## config.mk

```make
export PLATFORM = sky130hd
export DESIGN_NAME = fifo_wr_arbiter
export DESIGN_NICKNAME = d
export VERILOG_FILES = /design/src/rtl/fifo_arb_pkg.sv /design/src/rtl/rr_priority_picker.sv /design/src/rtl/fifo_wr_arbiter.sv
export SDC_FILE = /design/constraint.sdc
export NUM_CORES = 1
export LEC_CHECK = 0
export ABC_AREA = 1
export CAP_MARGIN = 0
export CORE_MARGIN = 1.5
export CORE_UTILIZATION = 30
export CTS_BUF_LIST = sky130_fd_sc_hd__clkbuf_8
export DETAILED_ROUTE_END_ITERATION = 8
export DONT_BUFFER_PORTS = 1
export SYNTH_ARGS = -nofsm -noshare
export SYNTH_HDL_FRONTEND = slang
export SYNTH_HIERARCHICAL = 1
export SYNTH_SLANG_ARGS = --single-unit
```

## constraint.sdc

```tcl
create_clock -name clk -period 2.4 [get_ports clk]
set_clock_uncertainty 0.2 [all_clocks]
set_input_delay 0.48 -clock clk [delete_from_list [all_inputs] [get_ports clk]]
set_output_delay 0.48 -clock clk [all_outputs]
set_load 0.02 [all_outputs]
```

## src/rtl/fifo_arb_pkg.sv

```systemverilog
`default_nettype none
// ============================================================================
// Module   : fifo_arb_pkg
// Purpose  : Shared types and width helpers for the FIFO write-port arbiter.
//            Holds the arbiter state encoding and the functions that size the
//            round-robin pointer and the beat counter from the parameters.
// Contents : arb_state_e  - IDLE / BURST
//            idx_width()  - bits needed to hold a requester index (>=1)
//            cnt_width()  - bits for the beat counter, clog2(MAX_BURST)+1
// Revision : 1.0 - initial release
// ============================================================================
package fifo_arb_pkg;

  typedef enum logic [0:0] {
    IDLE  = 1'b0,
    BURST = 1'b1
  } arb_state_e;

  localparam int DEF_NUM_REQ    = 4;
  localparam int DEF_DATA_WIDTH = 8;
  localparam int DEF_MAX_BURST  = 8;

  // A single requester still needs a 1-bit index so the pointer never
  // collapses to a zero-width vector.
  function automatic int idx_width(input int n);
    return (n > 1) ? $clog2(n) : 1;
  endfunction

  // One extra bit beyond clog2 keeps MAX_BURST=1 at a legal 1-bit width.
  function automatic int cnt_width(input int max_burst);
    return $clog2(max_burst) + 1;
  endfunction

  localparam int DEF_PTR_W = idx_width(DEF_NUM_REQ);
  localparam int DEF_CNT_W = cnt_width(DEF_MAX_BURST);

endpackage : fifo_arb_pkg
`default_nettype wire

```

## src/rtl/rr_priority_picker.sv

```systemverilog
`default_nettype none
// ============================================================================
// Module   : rr_priority_picker
// Purpose  : Combinational round-robin selector. Picks the first set bit of
//            req_i searching upward from ptr_i+1 (modulo NUM_REQ).
// Ports    : req_i   [NUM_REQ-1:0] request vector
//            ptr_i   [PTR_W-1:0]   index of the most recently served requester
//            pick_o  [NUM_REQ-1:0] one-hot winner (zero when no request)
//            valid_o               any request present
// Revision : 1.0 - initial release
// ============================================================================
module rr_priority_picker
  import fifo_arb_pkg::*;
#(
  parameter int NUM_REQ = DEF_NUM_REQ,
  parameter int PTR_W   = idx_width(DEF_NUM_REQ)
) (
  input  logic [NUM_REQ-1:0] req_i,
  input  logic [PTR_W-1:0]   ptr_i,
  output logic [NUM_REQ-1:0] pick_o,
  output logic               valid_o
);

  localparam logic [PTR_W-1:0] LAST_IDX = PTR_W'(NUM_REQ - 1);

  logic [PTR_W-1:0]   start;
  logic [NUM_REQ-1:0] req_rot;
  logic [NUM_REQ-1:0] pick_rot;
  logic               found;
  int                 src_idx;

  // Search starts one past the last-served requester, wrapping at the top.
  assign start = (ptr_i >= LAST_IDX) ? '0 : ptr_i + PTR_W'(1);

  always_comb begin
    req_rot  = '0;
    pick_rot = '0;
    pick_o   = '0;
    found    = 1'b0;
    src_idx  = 0;
    // Rotate so the highest-priority requester lands on bit 0.
    for (int j = 0; j < NUM_REQ; j++) begin
      src_idx = int'(start) + j;
      if (src_idx >= NUM_REQ) src_idx = src_idx - NUM_REQ;
      req_rot[j] = req_i[src_idx];
    end
    // Lowest set bit of the rotated vector wins.
    for (int j = 0; j < NUM_REQ; j++) begin
      if (!found && req_rot[j]) begin
        pick_rot[j] = 1'b1;
        found       = 1'b1;
      end
    end
    // Rotate the one-hot result back into requester numbering.
    for (int j = 0; j < NUM_REQ; j++) begin
      src_idx = int'(start) + j;
      if (src_idx >= NUM_REQ) src_idx = src_idx - NUM_REQ;
      pick_o[src_idx] = pick_rot[j];
    end
  end

  assign valid_o = |req_i;

endmodule : rr_priority_picker
`default_nettype wire

```

## src/rtl/fifo_wr_arbiter.sv

```systemverilog
`default_nettype none
// ============================================================================
// Module   : fifo_wr_arbiter
// Purpose  : Round-robin arbiter sharing one FIFO write port among NUM_REQ
//            producers. A grant is held for a burst that ends on the
//            requester's last beat, after MAX_BURST beats, or when the
//            requester drops req. FIFO backpressure stalls the burst.
// Ports    : clk, rst           clock, synchronous active-high reset
//            req/req_last       per-requester valid and last-beat flags
//            req_data           packed data, requester i at [i*DW +: DW]
//            fifo_full          FIFO cannot accept a write
//            grant              registered one-hot grant (zero when idle)
//            accept             one-hot beat-taken pulse
//            fifo_wr_en/data    FIFO write side
//            busy               high while in BURST
// Revision : 1.0 - initial release
// ============================================================================
module fifo_wr_arbiter
  import fifo_arb_pkg::*;
#(
  parameter int NUM_REQ    = DEF_NUM_REQ,
  parameter int DATA_WIDTH = DEF_DATA_WIDTH,
  parameter int MAX_BURST  = DEF_MAX_BURST
) (
  input  logic                          clk,
  input  logic                          rst,
  input  logic [NUM_REQ-1:0]            req,
  input  logic [NUM_REQ-1:0]            req_last,
  input  logic [NUM_REQ*DATA_WIDTH-1:0] req_data,
  input  logic                          fifo_full,
  output logic [NUM_REQ-1:0]            grant,
  output logic [NUM_REQ-1:0]            accept,
  output logic                          fifo_wr_en,
  output logic [DATA_WIDTH-1:0]         fifo_data,
  output logic                          busy
);

  localparam int               PTR_W    = idx_width(NUM_REQ);
  localparam int               CNT_W    = cnt_width(MAX_BURST);
  localparam logic [CNT_W-1:0] CNT_LAST = CNT_W'(MAX_BURST - 1);
  localparam logic [PTR_W-1:0] PTR_RST  = PTR_W'(NUM_REQ - 1);

  arb_state_e         state_q,    state_d;
  logic [NUM_REQ-1:0] grant_q,    grant_d;
  logic [CNT_W-1:0]   beat_cnt_q, beat_cnt_d;
  logic [PTR_W-1:0]   rr_ptr_q,   rr_ptr_d;

  logic [NUM_REQ-1:0]    pick;
  logic                  pick_valid;
  logic [PTR_W-1:0]      grant_idx;
  logic [DATA_WIDTH-1:0] data_arr [NUM_REQ];
  logic [DATA_WIDTH-1:0] sel_data;
  logic                  req_g;
  logic                  last_g;
  logic                  beat;
  logic                  burst_end;

  rr_priority_picker #(
    .NUM_REQ (NUM_REQ),
    .PTR_W   (PTR_W)
  ) u_picker (
    .req_i   (req),
    .ptr_i   (rr_ptr_q),
    .pick_o  (pick),
    .valid_o (pick_valid)
  );

  generate
    for (genvar i = 0; i < NUM_REQ; i++) begin : g_slice
      assign data_arr[i] = req_data[i*DATA_WIDTH +: DATA_WIDTH];
    end
  endgenerate

  // AND-OR mux keyed by the one-hot grant; yields zero when nothing is granted.
  always_comb begin
    sel_data  = '0;
    grant_idx = '0;
    for (int i = 0; i < NUM_REQ; i++) begin
      if (grant_q[i]) begin
        sel_data  = sel_data | data_arr[i];
        grant_idx = PTR_W'(i);
      end
    end
  end

  assign req_g  = |(req & grant_q);
  assign last_g = |(req_last & grant_q);

  // rst gates the beat so a write never issues on the reset edge.
  assign beat      = (state_q == BURST) && req_g && !fifo_full && !rst;
  assign burst_end = beat && (last_g || (beat_cnt_q == CNT_LAST));

  always_ff @(posedge clk) begin
    if (rst) begin
      state_q    <= IDLE;
      grant_q    <= '0;
      beat_cnt_q <= '0;
      rr_ptr_q   <= PTR_RST;
    end else begin
      state_q    <= state_d;
      grant_q    <= grant_d;
      beat_cnt_q <= beat_cnt_d;
      rr_ptr_q   <= rr_ptr_d;
    end
  end

  always_comb begin
    state_d    = state_q;
    grant_d    = grant_q;
    beat_cnt_d = beat_cnt_q;
    rr_ptr_d   = rr_ptr_q;
    fifo_wr_en = beat;
    accept     = beat ? grant_q : '0;
    fifo_data  = sel_data;
    busy       = (state_q == BURST);

    case (state_q)
      IDLE: begin
        if (pick_valid) begin
          grant_d = pick;
          state_d = BURST;
        end
      end
      BURST: begin
        // Dropping req releases the grant exactly like a completed burst.
        if (!req_g || burst_end) begin
          state_d    = IDLE;
          grant_d    = '0;
          beat_cnt_d = '0;
          rr_ptr_d   = grant_idx;
        end else if (beat) begin
          beat_cnt_d = beat_cnt_q + CNT_W'(1);
        end
      end
      default: begin
        state_d    = IDLE;
        grant_d    = '0;
        beat_cnt_d = '0;
      end
    endcase
  end

  assign grant = grant_q;

endmodule : fifo_wr_arbiter
`default_nettype wire

```

==> results.cfg <==
[critical_path]
end_kind = register
timing.critical_path.cells = inv_1, ha_1, nor2_1, inv_1, nand3_1, nand2_4, nor2_4, inv_2, nor2_4, nand2_1, nand2_1, nand2_1, a21oi_1
crit_arrival_ns = 2.15
cp_common_cell = nand2_1
worst-path-max-fanout = 7
critical_path.startpoint_type = register
criticalPathCategory = register to register
critical-path-max-stage-delay_ns = 0.39
required_ns = 2.36
worst_path_max_delay_cell = dfxtp_2

[clock_tree]
cts_tree = yes
post_cts.repair.setup_buffers = 0
worst_setup_hold_path_clk_slew_ns = 0.05
holdBufCountCts = 0
worstSkewPairLatency_ns = 0.23
clock_sink_count = 11
ctsRootBufferMaster = clkbuf_8
htree_levels = 1
clockBufferDepth = 2
cts_inserted_buffers = 3

[sta]
rsz0062_at_grt = no
timing.slew.headroom_pct = 80.0
min_period_ns = 2.19
fin_setup_tns_ns = 0
achievable-frequency_ghz = 0.456
layout_worst_path_cycle_share_pct = 91.3
slew_violations = 0
finalHoldViolCount = 0
setup_viol_count_final = 0
worst_slew_pin_slew_ns = 0.299

[yosys]
post-synth-top-area-cell = nand2_1
mapped_area_um2 = 1320
syn-instance-count = 232
syn-num-nets = 284
synth_sequential_area_ratio_pct = 16.6
synth.avg_cell_area_um2 = 5.71
synthDominantCellAreaShare_pct = 26.1
ys_seq_elements = 11
synth_warnings = 6
netlist-cell-type-count = 22
synthTopCellsByArea = nand2_1 26%, dfxtp_1 17%, nand3_1 11%

[grt]
gr-total-overflow = 0
grt_antenna_before_repair = 0
grt_pass1_wl_um = 5570
grt_max_degree = 14
grtUsageTotal_pct = 13.8
grt_pass1_vias = 1337

[floorplanning]
die_height_um = 69.4
horizontal_extent_of_the_die_um = 69.4
floorplan.die_area_um2 = 4820
initial_utilization_pct = 32.2
rows = 23
core-area_um2 = 4120
ios = 61

[final_layout]
syn_to_final_growth_pct = 12.2
drive_above_1_share_pct = 14.9
num_antenna_cells = 0
fin_util_pct = 36.1
final_net_count = 294

[power_and_ir_drop]
power.ir.vdd_worst_mv = 0.354
p_per_area_nw_per_um2 = 1370
static_leakage_nw = 0.733

[routing]
detailroute.via_count = 1459
via_density_per_instance = 5.01
first_iter_violations = 54
drc = 0
antenna_violating_nets_post_route = 0
drt-pass1-iter-count = 4
postRouteWirelength_um = 3320
wire_per_inst_um = 11.4

[outcome]
status = complete, no violations

[placement]
port_buffers = 0
gp_congestion = 0.938
place_hpwl_um = 2830

[min_path]
hold_path_class = input port to register

[run]
drv.max_cap_violation_count = 0
## state kept, by name, summed over array words and instances, names as in the netlist
signal	cells
busy	1
beat_cnt_q	4
grant	4
rr_ptr_q	2
## layer usage
| metal | part of all wire (%) | global-route usage (%) |
|---|---|---|
| met5 | 0 | 0 |
| met4 | 0.39 | 1.96 |
| met3 | 6.7 | 2.03 |
| met2 | 48 | 26.6 |
| met1 | 45 | 16.2 |
## cell families after synthesis
| group | Yosys count | synth area share [%] |
|---|---|---|
| DFF | 11 | 16.6 |
| buffers and inverters | 37 | 10.8 |
| AOI/OAI and AO/OA | 14 | 6.33 |
| adders and majority gates | 9 | 8.51 |
| and+or+nand+nor | 161 | 57.7 |
## final cells by class
type	count	area, µm²
clock inverter	1	3.75
fill	461	2630
inverter	32	120
timing repair buffer	10	75.1
multi-input combinational	184	961
clock buffer	3	41.3
sequential	11	221
tap	50	62.6
## synth_stat cells
master,n
nand2_1,92
nand3_1,28
inv_1,27
nor2_1,14
dfxtp_1,11
nand4_1,10
ha_1,9
a21oi_1,8
nand2_4,5
clkbuf_1,4
inv_2,4
nand2_2,4
nand3_2,3
nor2_2,2
nor2_4,2
o211ai_1,2
o21a_1,2
a21oi_2,1
buf_4,1
clkinv_1,1
nand3_4,1
o21ai_1,1
## worst max-delay path: cells and delay by family, from the launching register on
family / cells / cell delay, ns
simple gates: 8 / 0.84
flops: 1 / 0.39
compound gates: 1 / 0.16
buf+inv: 3 / 0.26
fa+ha+maj: 1 / 0.27
## per-stage QoR
stage	cells	hold WS, ns	setup WS, ns	power (W)	cell area, µm²
2_1_floorplan	232	0.277	0.120	0.00158	1320
3_3_place_gp	287	0.294	0.167	0.00187	1440
3_5_place_dp	287	0.298	0.0970	0.00187	1440
4_1_cts	291	0.103	0.0944	0.00205	1480
5_1_grt	291	0.0954	0.0385	0.00225	1490
6_report	291	0.109	0.208	0.00204	1490
## path summary, 6_finish.rpt
kind                                     from            end  slack (ns)  depth (start not counted)
worst max register to register    rr_ptr_q[0]       grant[3]        0.21                         13
worst min-delay path                      rst       grant[1]        0.11                          1
worst min register to register  beat_cnt_q[1]  beat_cnt_q[1]        0.31                          2
worst max-delay path              rr_ptr_q[0]       grant[3]        0.21                         13
## placed cells by master (no fill, tap or decap)
master / instances
ha_1: 9
nand2_2: 4
o211ai_1: 2
a21oi_2: 1
nor2_1: 14
nor2_4: 2
nand3_4: 1
nor2_2: 2
dfxtp_2: 1
clkinv_1: 1
a21oi_1: 8
nand2_1: 92
o21a_1: 2
nand3_2: 3
inv_2: 4
nand4_1: 10
dfxtp_1: 10
o21ai_1: 1
nand2_4: 5
clkbuf_8: 3
inv_1: 28
buf_4: 10
nand3_1: 28
## report_power, final
group	switching (W)	internal (W)	total (W)	leakage, nW
registers	0.0000568	0.000237	0.000294	0.0896
clock network	0.0000674	0.000112	0.000180	0.0269
logic	0.00107	0.000493	0.00156	0.616
total	0.00119	0.000842	0.00204	0.733
## repair_timing
item / 4_1_cts / 5_1_grt
endpoints found under the setup margin: 0 / 4
gates resized for setup: 0 / 1
hold endpoints to repair: 0 / 0
No activity file was read; power rests on OpenSTA's default activity.
